$ cat src/rtl/multicycle_control_if.sv
// Bundle between the multicycle controller and its datapath/memory.
// The controller uses the master side: it samples opcode and mem_ready and
// drives every control and status line. The datapath uses the slave side.
interface multicycle_control_if #(
    parameter int OP_SIZE     = 6,
    parameter int ALUOP_SIZE  = 4,
    parameter int COUNT_WIDTH = 32
);
    logic [OP_SIZE-1:0]     opcode;
    logic                   mem_ready;

    logic                   pcWrite;
    logic                   pcWriteCond;
    logic                   memGetData;
    logic                   memRead;
    logic                   memWrite;
    logic                   irWrite;
    logic                   regWrite;
    logic                   aluSrcA;
    logic [1:0]             regWriteDataSel;
    logic [1:0]             aluSrcB;
    logic [1:0]             pcSrc;
    logic [ALUOP_SIZE-1:0]  aluOP;

    logic [3:0]             state;
    logic                   halted;
    logic                   illegal;
    logic [COUNT_WIDTH-1:0] instr_count;

    modport master (
        input  opcode, mem_ready,
        output pcWrite, pcWriteCond, memGetData, memRead, memWrite, irWrite,
               regWrite, aluSrcA, regWriteDataSel, aluSrcB, pcSrc, aluOP,
               state, halted, illegal, instr_count
    );

    modport slave (
        output opcode, mem_ready,
        input  pcWrite, pcWriteCond, memGetData, memRead, memWrite, irWrite,
               regWrite, aluSrcA, regWriteDataSel, aluSrcB, pcSrc, aluOP,
               state, halted, illegal, instr_count
    );
endinterface

$ cat src/rtl/multicycle_control.sv
// Moore control unit for a multicycle processor datapath.
//
//  state      | meaning
//  -----------+------------------------------------------------------
//  FETCH      | read IR from mem[PC], PC <= PC+1 once memory is ready
//  DECODE     | latch opcode, precompute branch target into ALUOut
//  MEM_ADDR   | ALUOut <= regA + offset
//  MEM_READ   | read mem[ALUOut] into MDR, wait for memory
//  MEM_WB     | rd <= MDR
//  MEM_WRITE  | mem[ALUOut] <= regB, wait for memory
//  EXECUTE    | ALU on regA/regB, function from IR funct field
//  EXECUTE_I  | regA + sign-extended immediate
//  ALU_WB     | rd <= ALUOut
//  BRANCH     | compare regA/regB, PC <= ALUOut if equal
//  JUMP       | PC <= jump address
//  LOAD_IMM   | rd <= sign-extended big immediate
//  HALT       | all controls idle until reset
//
// Controls that depend only on state are registered from the next state, so
// they change cleanly at the clock edge. irWrite and pcWrite in FETCH follow
// mem_ready directly, since the IR/PC update happens in the completing cycle.
module multicycle_control #(
    parameter int OP_SIZE     = 6,
    parameter int ALUOP_SIZE  = 4,
    parameter int COUNT_WIDTH = 32,
    parameter int OP_RTYPE    = 0,
    parameter int OP_LW       = 1,
    parameter int OP_SW       = 2,
    parameter int OP_ADDI     = 3,
    parameter int OP_BEQ      = 4,
    parameter int OP_J        = 5,
    parameter int OP_LI       = 6,
    parameter int OP_HALT     = 63,
    parameter int ALU_ADD     = 0,
    parameter int ALU_SUB     = 1,
    parameter int ALU_FUNCT   = 15
) (
    input logic                 clk,
    input logic                 rst,
    multicycle_control_if.master bus
);
    typedef enum logic [3:0] {
        FETCH     = 4'd0,
        DECODE    = 4'd1,
        MEM_ADDR  = 4'd2,
        MEM_READ  = 4'd3,
        MEM_WB    = 4'd4,
        MEM_WRITE = 4'd5,
        EXECUTE   = 4'd6,
        EXECUTE_I = 4'd7,
        ALU_WB    = 4'd8,
        BRANCH    = 4'd9,
        JUMP      = 4'd10,
        LOAD_IMM  = 4'd11,
        HALT      = 4'd12
    } stateT;

    typedef struct packed {
        logic                  pcWrite;
        logic                  pcWriteCond;
        logic                  memGetData;
        logic                  memRead;
        logic                  memWrite;
        logic                  regWrite;
        logic                  aluSrcA;
        logic [1:0]            regWriteDataSel;
        logic [1:0]            aluSrcB;
        logic [1:0]            pcSrc;
        logic [ALUOP_SIZE-1:0] aluOP;
    } ctrlT;

    localparam logic [OP_SIZE-1:0] OPC_RTYPE = OP_SIZE'(OP_RTYPE);
    localparam logic [OP_SIZE-1:0] OPC_LW    = OP_SIZE'(OP_LW);
    localparam logic [OP_SIZE-1:0] OPC_SW    = OP_SIZE'(OP_SW);
    localparam logic [OP_SIZE-1:0] OPC_ADDI  = OP_SIZE'(OP_ADDI);
    localparam logic [OP_SIZE-1:0] OPC_BEQ   = OP_SIZE'(OP_BEQ);
    localparam logic [OP_SIZE-1:0] OPC_J     = OP_SIZE'(OP_J);
    localparam logic [OP_SIZE-1:0] OPC_LI    = OP_SIZE'(OP_LI);
    localparam logic [OP_SIZE-1:0] OPC_HALT  = OP_SIZE'(OP_HALT);

    localparam logic [ALUOP_SIZE-1:0] ALUC_ADD   = ALUOP_SIZE'(ALU_ADD);
    localparam logic [ALUOP_SIZE-1:0] ALUC_SUB   = ALUOP_SIZE'(ALU_SUB);
    localparam logic [ALUOP_SIZE-1:0] ALUC_FUNCT = ALUOP_SIZE'(ALU_FUNCT);

    stateT                  state;
    ctrlT                   ctrl;
    logic                   halted;
    logic                   illegal;
    logic [OP_SIZE-1:0]     opcodeLatched;
    logic [COUNT_WIDTH-1:0] instrCount;
    stateT                  nextState;
    logic                   fetchDone;

    function automatic logic isLegal(input logic [OP_SIZE-1:0] opc);
        logic ok;
        ok = 1'b0;
        case (opc)
            OPC_RTYPE, OPC_LW, OPC_SW, OPC_ADDI,
            OPC_BEQ, OPC_J, OPC_LI, OPC_HALT: ok = 1'b1;
            default:                          ok = 1'b0;
        endcase
        return ok;
    endfunction

    function automatic stateT nextStateOf(input stateT s,
                                          input logic [OP_SIZE-1:0] opc,
                                          input logic [OP_SIZE-1:0] latched,
                                          input logic ready);
        stateT n;
        n = s;
        case (s)
            FETCH:     n = ready ? DECODE : FETCH;
            DECODE: begin
                case (opc)
                    OPC_LW, OPC_SW: n = MEM_ADDR;
                    OPC_RTYPE:      n = EXECUTE;
                    OPC_ADDI:       n = EXECUTE_I;
                    OPC_BEQ:        n = BRANCH;
                    OPC_J:          n = JUMP;
                    OPC_LI:         n = LOAD_IMM;
                    default:        n = HALT;
                endcase
            end
            MEM_ADDR:  n = (latched == OPC_LW) ? MEM_READ : MEM_WRITE;
            MEM_READ:  n = ready ? MEM_WB : MEM_READ;
            MEM_WRITE: n = ready ? FETCH : MEM_WRITE;
            EXECUTE,
            EXECUTE_I: n = ALU_WB;
            MEM_WB, ALU_WB, BRANCH, JUMP, LOAD_IMM: n = FETCH;
            HALT:      n = HALT;
            default:   n = FETCH;
        endcase
        return n;
    endfunction

    function automatic ctrlT controlsOf(input stateT s);
        ctrlT c;
        c = '0;
        case (s)
            FETCH: begin
                c.memRead = 1'b1;
                c.aluSrcB = 2'b01;
                c.aluOP   = ALUC_ADD;
            end
            DECODE: begin
                c.aluSrcB = 2'b11;
                c.aluOP   = ALUC_ADD;
            end
            MEM_ADDR, EXECUTE_I: begin
                c.aluSrcA = 1'b1;
                c.aluSrcB = 2'b10;
                c.aluOP   = ALUC_ADD;
            end
            MEM_READ: begin
                c.memRead    = 1'b1;
                c.memGetData = 1'b1;
            end
            MEM_WB: begin
                c.regWrite        = 1'b1;
                c.regWriteDataSel = 2'b01;
            end
            MEM_WRITE: begin
                c.memWrite   = 1'b1;
                c.memGetData = 1'b1;
            end
            EXECUTE: begin
                c.aluSrcA = 1'b1;
                c.aluSrcB = 2'b00;
                c.aluOP   = ALUC_FUNCT;
            end
            ALU_WB: begin
                c.regWrite        = 1'b1;
                c.regWriteDataSel = 2'b00;
            end
            BRANCH: begin
                c.aluSrcA     = 1'b1;
                c.aluSrcB     = 2'b00;
                c.aluOP       = ALUC_SUB;
                c.pcWriteCond = 1'b1;
                c.pcSrc       = 2'b01;
            end
            JUMP: begin
                c.pcWrite = 1'b1;
                c.pcSrc   = 2'b10;
            end
            LOAD_IMM: begin
                c.regWrite        = 1'b1;
                c.regWriteDataSel = 2'b10;
            end
            default: c = '0;
        endcase
        return c;
    endfunction

    assign fetchDone = (state == FETCH) && bus.mem_ready;
    assign nextState = nextStateOf(state, bus.opcode, opcodeLatched, bus.mem_ready);

    // State, registered controls, sticky flags and the saturating retire counter.
    always_ff @(posedge clk) begin
        if (rst) begin
            state         <= FETCH;
            ctrl          <= controlsOf(FETCH);
            halted        <= 1'b0;
            illegal       <= 1'b0;
            opcodeLatched <= '0;
            instrCount    <= '0;
        end else begin
            state  <= nextState;
            ctrl   <= controlsOf(nextState);
            halted <= (nextState == HALT);
            if (state == DECODE) begin
                opcodeLatched <= bus.opcode;
                if (!isLegal(bus.opcode)) begin
                    illegal <= 1'b1;
                end
            end
            if (fetchDone && (instrCount != {COUNT_WIDTH{1'b1}})) begin
                instrCount <= instrCount + COUNT_WIDTH'(1);
            end
        end
    end

    assign bus.pcWrite         = ctrl.pcWrite | fetchDone;
    assign bus.irWrite         = fetchDone;
    assign bus.pcWriteCond     = ctrl.pcWriteCond;
    assign bus.memGetData      = ctrl.memGetData;
    assign bus.memRead         = ctrl.memRead;
    assign bus.memWrite        = ctrl.memWrite;
    assign bus.regWrite        = ctrl.regWrite;
    assign bus.aluSrcA         = ctrl.aluSrcA;
    assign bus.regWriteDataSel = ctrl.regWriteDataSel;
    assign bus.aluSrcB         = ctrl.aluSrcB;
    assign bus.pcSrc           = ctrl.pcSrc;
    assign bus.aluOP           = ctrl.aluOP;
    assign bus.state           = state;
    assign bus.halted          = halted;
    assign bus.illegal         = illegal;
    assign bus.instr_count     = instrCount;
endmodule

$ cat src/flat_wrapper.sv
// flat-port wrapper written by rule: the top's interface ports become plain ports
module multicycle_control_flat 
#(
    parameter int OP_SIZE     = 6,
    parameter int ALUOP_SIZE  = 4,
    parameter int COUNT_WIDTH = 32,
    parameter int OP_RTYPE    = 0,
    parameter int OP_LW       = 1,
    parameter int OP_SW       = 2,
    parameter int OP_ADDI     = 3,
    parameter int OP_BEQ      = 4,
    parameter int OP_J        = 5,
    parameter int OP_LI       = 6,
    parameter int OP_HALT     = 63,
    parameter int ALU_ADD     = 0,
    parameter int ALU_SUB     = 1,
    parameter int ALU_FUNCT   = 15
)
  (clk, rst, bus_opcode, bus_mem_ready, bus_pcWrite, bus_pcWriteCond, bus_memGetData, bus_memRead, bus_memWrite, bus_irWrite, bus_regWrite, bus_aluSrcA, bus_regWriteDataSel, bus_aluSrcB, bus_pcSrc, bus_aluOP, bus_state, bus_halted, bus_illegal, bus_instr_count);
  multicycle_control_if #(.OP_SIZE(OP_SIZE), .ALUOP_SIZE(ALUOP_SIZE), .COUNT_WIDTH(COUNT_WIDTH)) bus_i ();
  input logic clk;
  input logic rst;
  input wire logic [$bits(bus_i.opcode)-1:0] bus_opcode;
  input wire logic [$bits(bus_i.mem_ready)-1:0] bus_mem_ready;
  output wire logic [$bits(bus_i.pcWrite)-1:0] bus_pcWrite;
  output wire logic [$bits(bus_i.pcWriteCond)-1:0] bus_pcWriteCond;
  output wire logic [$bits(bus_i.memGetData)-1:0] bus_memGetData;
  output wire logic [$bits(bus_i.memRead)-1:0] bus_memRead;
  output wire logic [$bits(bus_i.memWrite)-1:0] bus_memWrite;
  output wire logic [$bits(bus_i.irWrite)-1:0] bus_irWrite;
  output wire logic [$bits(bus_i.regWrite)-1:0] bus_regWrite;
  output wire logic [$bits(bus_i.aluSrcA)-1:0] bus_aluSrcA;
  output wire logic [$bits(bus_i.regWriteDataSel)-1:0] bus_regWriteDataSel;
  output wire logic [$bits(bus_i.aluSrcB)-1:0] bus_aluSrcB;
  output wire logic [$bits(bus_i.pcSrc)-1:0] bus_pcSrc;
  output wire logic [$bits(bus_i.aluOP)-1:0] bus_aluOP;
  output wire logic [$bits(bus_i.state)-1:0] bus_state;
  output wire logic [$bits(bus_i.halted)-1:0] bus_halted;
  output wire logic [$bits(bus_i.illegal)-1:0] bus_illegal;
  output wire logic [$bits(bus_i.instr_count)-1:0] bus_instr_count;
  assign bus_i.opcode = bus_opcode;
  assign bus_i.mem_ready = bus_mem_ready;
  assign bus_pcWrite = bus_i.pcWrite;
  assign bus_pcWriteCond = bus_i.pcWriteCond;
  assign bus_memGetData = bus_i.memGetData;
  assign bus_memRead = bus_i.memRead;
  assign bus_memWrite = bus_i.memWrite;
  assign bus_irWrite = bus_i.irWrite;
  assign bus_regWrite = bus_i.regWrite;
  assign bus_aluSrcA = bus_i.aluSrcA;
  assign bus_regWriteDataSel = bus_i.regWriteDataSel;
  assign bus_aluSrcB = bus_i.aluSrcB;
  assign bus_pcSrc = bus_i.pcSrc;
  assign bus_aluOP = bus_i.aluOP;
  assign bus_state = bus_i.state;
  assign bus_halted = bus_i.halted;
  assign bus_illegal = bus_i.illegal;
  assign bus_instr_count = bus_i.instr_count;
  multicycle_control #(.OP_SIZE(OP_SIZE), .ALUOP_SIZE(ALUOP_SIZE), .COUNT_WIDTH(COUNT_WIDTH), .OP_RTYPE(OP_RTYPE), .OP_LW(OP_LW), .OP_SW(OP_SW), .OP_ADDI(OP_ADDI), .OP_BEQ(OP_BEQ), .OP_J(OP_J), .OP_LI(OP_LI), .OP_HALT(OP_HALT), .ALU_ADD(ALU_ADD), .ALU_SUB(ALU_SUB), .ALU_FUNCT(ALU_FUNCT)) u_core (.clk(clk), .rst(rst), .bus(bus_i));
endmodule
$ cat config.mk
export PLATFORM = sky130hd
export DESIGN_NAME = multicycle_control_flat
export DESIGN_NICKNAME = d
export VERILOG_FILES = /design/src/rtl/multicycle_control_if.sv /design/src/rtl/multicycle_control.sv /design/src/flat_wrapper.sv
export SDC_FILE = /design/constraint.sdc
export NUM_CORES = 1
export LEC_CHECK = 0
export BUFFER_PORTS_ARGS = -buffer_cell sky130_fd_sc_hd__buf_2
export CORE_MARGIN = 3
export CORE_UTILIZATION = 45
export DETAILED_ROUTE_END_ITERATION = 8
export PLACE_DENSITY = 0.65
export SLEW_MARGIN = 20
export SYNTH_ARGS = -nofsm -noshare
export SYNTH_HDL_FRONTEND = slang
export SYNTH_SLANG_ARGS = --single-unit
export TNS_END_PERCENT = 100
$ cat constraint.sdc
create_clock -name clk -period 5.1 [get_ports clk]
set_clock_uncertainty 0.05 [all_clocks]
set_input_delay 0.765 -clock clk [delete_from_list [all_inputs] [get_ports clk]]
set_output_delay 0.765 -clock clk [all_outputs]
set_load 0.01 [all_outputs]
Yosys cells after proc, flatten, opt, wreduce, memory -nomap -nowiden
Cells that the tools add are included.
W data, S select, Z words.
{"block": "totals", "ff_bits": 61, "out_inout_bits": 56, "wordCells": 81}
{"block": "classes", "add_sub_neg": 1, "eq_ne": 28, "muxes": 20, "n_bitwise": 2, "reduce_logical": 14}
{"cell": "$add A32 B1 Y32 const B", "count": 1}
{"cell": "$ne A32 B32 Y1 const B", "count": 1}
{"cell": "$eq A4 B3 Y1 const B", "count": 7}
{"cell": "$pmux W4 S7", "count": 1}
{"cell": "$eq A4 B4 Y1 const B", "count": 6}
{"cell": "$pmux W4 S6", "count": 1}
{"cell": "$eq A6 B3 Y1 const B", "count": 3}
{"cell": "$eq A4 B2 Y1 const B", "count": 4}
{"cell": "$eq A6 B1 Y1 const B", "count": 2}
{"cell": "$eq A6 B2 Y1 const B", "count": 2}
{"cell": "$mux W1", "count": 11}
{"cell": "$reduce_or A2 Y1", "count": 5}
{"cell": "$mux W3", "count": 3}
{"cell": "$eq A4 B1 Y1 const B", "count": 2}
{"cell": "$logic_not A4 Y1", "count": 2}
{"cell": "$pmux W2 S2", "count": 2}
{"cell": "$pmux W4 S2", "count": 1}
{"cell": "$reduce_or A8 Y1", "count": 1}
{"cell": "$eq A6 B6 Y1 const B", "count": 1}
{"cell": "$logic_not A6 Y1", "count": 1}
{"cell": "$pmux W2 S3", "count": 1}
{"cell": "$reduce_or A4 Y1", "count": 1}
{"cell": "$reduce_or A3 Y1", "count": 1}
{"cell": "$logic_and A1 B1 Y1", "count": 2}
{"cell": "3 further kinds", "count": 3}

Logic depth before layout (Yosys ltp)
{"block": "logic_depth", "word_depth": 7, "depth_mapped": 8}

Least setup slack after synthesis
Ideal clock, no wire load.
{"block": "synth_path", "path_type": "input -> register", "from": "in bus_opcode[5]", "to": "reg u_core.ctrl (netlist bit u_core.bus.aluSrcB[0])", "arrival_time_ns": 2.238, "slack_ns": 2.685, "stages": 6, "n_path_buf": 0, "path_cell_list": "nor3_1 -> o2111ai_1 -> a21oi_1 -> inv_1 -> and4_1 -> or3_1"}
{"block": "synth_between", "elab_chain_len": 7, "word_cells_on_any_way": 16}
{"item": "start, declared", "line_no": "flat_wrapper.sv:23", "text": "input wire logic [$bits(bus_i.opcode)-1:0] bus_opcode;"}
{"item": "$eq A6 B1 Y1 or $eq A6 B2 Y1 (tied branches)", "line_no": "multicycle_control.sv:114", "text": "case (opc)"}
{"item": "$reduce_or A2 Y1", "line_no": "multicycle_control.sv:114"}
{"item": "$pmux W4 S6 *", "line_no": "multicycle_control.sv:114"}
{"item": "$pmux W4 S7 *", "line_no": "multicycle_control.sv:111", "text": "case (s)"}
{"item": "$eq A4 B2 Y1 or $eq A4 B3 Y1 (tied branches)", "line_no": "multicycle_control.sv:139", "text": "case (s)"}
{"item": "$reduce_or A2 Y1"}
{"item": "$pmux W2 S3 *", "line_no": "multicycle_control.sv:139"}
{"item": "end signal, assigned", "line_no": "multicycle_control.sv:202", "text": "ctrl <= controlsOf(FETCH);"}
{"item": "end signal, assigned", "line_no": "multicycle_control.sv:209", "text": "ctrl <= controlsOf(nextState);"}
{"item": "end, declared", "line_no": "multicycle_control.sv:86", "text": "ctrlT ctrl;"}
Every way passes the cells marked *; elsewhere a longest branch is shown, timed or not.
A chain may end at the register's enable or synchronous reset.

Final worst setup path
Ends and elaborated chain as after synthesis.

==> flow_metrics.py <==
metrics = {
    "cts": {
        "htreeDepth": 3,
        "cts_setup_buffers": 0,
        "cts_tree": "done",
        "cts.reportedPaths.clkPinSlew_ns": 0.06,
        "cts_hold_buf": 0,
        "cts_sinks": 57,
        "numCtsBuffers": 9,
        "clk_latency_ns": 0.33,
        "root_buffer": "clkbuf_8",
        "clk_path_buf_depth": 2,
        "cts-resized-gates": 0,
    },
    "synth": {
        "ys_top_cells_by_area": "dfxtp_1 (42%), nor2_1 (7.0%), xnor2_1 (6.8%)",
        "yosysWarnings": 0,
        "ys_ff_latch": 57,
        "synth_area_per_cell_sq_um": 8.518,
        "synth_cell_type_count": 47,
        "ys_seq_area_frac": 0.4226,
        "synth.cell_area_sq_um": 2700,
        "async_flop_share": 0,
        "synthMostInstantiatedCell": "dfxtp_1",
        "synth_top_cell_by_area": "dfxtp_1",
        "synth_top_area_frac": 0.4226,
        "syn_inst": 317,
        "synth_edf_count": 0,
        "synth-main-ff-cell": "dfxtp_1",
        "netlist_top_cells_count": "dfxtp_1 (57), nor2_1 (50), nand2_1 (30)",
        "syn_nets": 327,
    },
    "cells_and_area": {
        "drive_gt1_frac": 0.2422,
        "area_delta_synth_final_pct": 19.14,
        "design_area_sq_um": 3217,
        "layout.nets": 389,
        "instances_no_fill": 456,
        "n_antenna_cell": 0,
        "nFillCells": 550,
        "multi_input_area_sq_um": 1450,
        "register_area_sq_um": 1141,
    },
    "timing": {
        "maxSlewViolCount": 0,
        "tightest_slew_ns": 0.6470,
        "rsz0062_at_grt": "no",
        "setup_ws_ns": 2.556,
        "relSlewSlack": 0.5687,
        "hold_violations": 0,
        "finalCriticalPeriod_ns": 2.544,
        "finalCritPeriodShare": 0.4989,
        "fmax_mhz": 393.0,
        "setup_viol": 0,
        "setup_tns_ns": 0,
    },
    "placement": {
        "gp_congestion": 0.7938,
        "dp_slack_ns": 2.280,
        "dp_hpwl_um": 4428,
        "placed_area_sq_um": 3035,
        "place_inst": 440,
        "port_buffers": 64,
    },
    "power": {
        "p_per_area_nw_per_um2": 289.1,
        "total_power_mw": 0.9301,
        "p_leak_nw": 1.296,
        "peakVddDrop_mv": 0.1567,
    },
    "floorplanning": {
        "die_area_sq_um": 6966,
        "ioPinCount": 65,
        "row_count": 27,
        "initial_core_util": 0.4786,
        "die_w_um": 83.46,
        "core-area_sq_um": 5642,
        "die_h_um": 83.46,
    },
    "drt": {
        "ant_nets": 0,
        "vias_per_cell": 5.408,
        "wl_per_cell_um": 13.63,
        "drtIter0Drc": 154,
        "totalWireLength_um": 6214,
        "post-route-drc-count": 0,
        "num_vias": 2466,
        "firstDrtPassIters": 4,
    },
    "worst_hold_path": {
        "hold-path-cell-count": 2,
        "min_from": "u_core.opcodeLatched[0]$_SDFFE_PP0P_",
        "hold_end": "u_core.opcodeLatched[0]$_SDFFE_PP0P_",
        "hp-class": "reg2reg",
    },
    "setup_path": {
        "worstSetupStartpointType": "primary input",
        "cp_max_fo": 8,
        "r2r_start": "u_core.bus.state[0]$_SDFF_PP0_",
        "crit_chain": "buf_2 -> nor3_1 -> o2111ai_1 -> a21oi_1 -> inv_1 -> and4_1 -> or3_1",
        "crit_type": "in2reg",
        "cp_slowest_cell": "a21oi_1",
        "arrival_ns": 2.71,
        "crit_family": "simple AND/OR/NAND/NOR gates",
        "end_kind": "flip-flop",
        "worst-r2r-setup-slack_ns": 2.72,
        "cpPeakStageDelay_ns": 0.55,
        "cp.required_ns": 5.26,
        "r2r-end": "u_core.bus.aluSrcB[0]$_SDFF_PP1_",
        "r2r_cells": 5,
        "path_buf_inv": 2,
    },
    "global_route": {
        "overflow": 0,
        "grt_antenna_before_repair": 0,
        "grt_max_degree": 55,
        "grt_first_pass_wirelength_um": 10720,
        "grt_pass1_vias": 2203,
        "grt_usage": 0.1863,
    },
    "run": {
        "cap_violations": 0,
    },
    "status": {
        "status": "complete, no violations",
    },
}
==> kinds of logic (layout without fill, tap and decap cells) <==
kind of cell	after synthesis	count (layout)	synth area share
AO/OA/AOI/OAI	40	40	0.1066
AND/OR/NAND/NOR	167	167	0.3253
buffers and inverters	21	88	0.04031
adder cells (fa/ha/maj)	1	1	0.004633
flip-flops	57	57	0.4226
XOR/XNOR	31	31	0.1006
==> cell type report <==
type	instances	area share
Clock buffer	11	0.04706
Sequential cell	57	0.3547
Multi-Input combinational cell	239	0.4508
Tap cell	72	0.02800
Timing Repair Buffer	65	0.1019
Inverter	7	0.008168
Clock inverter	5	0.009335
==> registers in the layout, summed over array words and instances, names as in the netlist <==
signal,cells
u_core.opcodeLatched,6
u_core.bus.memWrite,1
u_core.bus.regWriteDataSel,2
u_core.ctrl,1
u_core.bus.pcWriteCond,1
u_core.bus.memRead,1
u_core.bus.illegal,1
u_core.bus.halted,1
u_core.bus.aluSrcA,1
u_core.bus.aluSrcB,2
u_core.bus.memGetData,1
u_core.bus.instr_count,32
u_core.bus.regWrite,1
u_core.bus.state,4
u_core.bus.aluOP,2
==> worst reg2reg max path, delay by kind of cell, from the launching register on <==
kind / cells / cell delay (ns)
flops: 1 / 0.61
compound gates: 2 / 0.50
simple gates: 3 / 1.11
==> per-layer routing <==
layer | part of all wire | GRT usage | vias to the layer above | wire length [um]
met5 | 0 | 0 | - | 0
met4 | 0.011 | 0.07018 | 0 | 70
met3 | 0.060 | 0.04738 | 9 | 373
met2 | 0.44 | 0.2748 | 63 | 2707
met1 | 0.49 | 0.2620 | 1149 | 3063
li1 | - | - | 1245 | -
==> power breakdown <==
part           leakage, nW  internal [mW]  total [mW]  switching, mW
sequential           0.462          0.457       0.469         0.0117
clock               0.0911          0.200       0.371          0.171
combinational        0.743         0.0331      0.0902         0.0571
==> worst max-delay path by stage <==
stage                              startpoint                               end  slack [ns]  depth (start not counted)
2_1_floorplan                   bus_opcode[5]  u_core.bus.aluSrcB[0]$_SDFF_PP1_        2.69                          6
3_3_place_gp                    bus_opcode[5]  u_core.bus.aluSrcB[0]$_SDFF_PP1_        2.36                          7
3_5_place_dp                    bus_opcode[5]  u_core.bus.aluSrcB[0]$_SDFF_PP1_        2.28                          7
4_1_cts        u_core.bus.state[0]$_SDFF_PP0_                       bus_irWrite        2.56                          4
5_1_grt        u_core.bus.state[0]$_SDFF_PP0_                       bus_irWrite        2.38                          4
6_report                        bus_opcode[5]  u_core.bus.aluSrcB[0]$_SDFF_PP1_        2.56                          7
==> metrics by stage <==
stage / hold WS [ns] / util
5_1_grt: 0.4255 / 0.5702
2_1_floorplan: 0.3815 / -
4_1_cts: 0.4045 / 0.5702
6_report: 0.4018 / 0.5702
3_3_place_gp: 0.3931 / 0.5380
3_5_place_dp: 0.3972 / 0.5380
==> cells in the final DEF (no fill, tap or decap), drive strengths merged, types with 7 or more instances in the layout <==
cell and count:
buf 65, dfxtp 57, nor2 50, nand2 30, xnor2 21, nand3 18
a21oi 15, nand4 15, nor3 12, clkbuf 11, xor2 10, or3 10
nor4 9, o21ai 8, inv 7
Power figures use the tool's default switching activity.
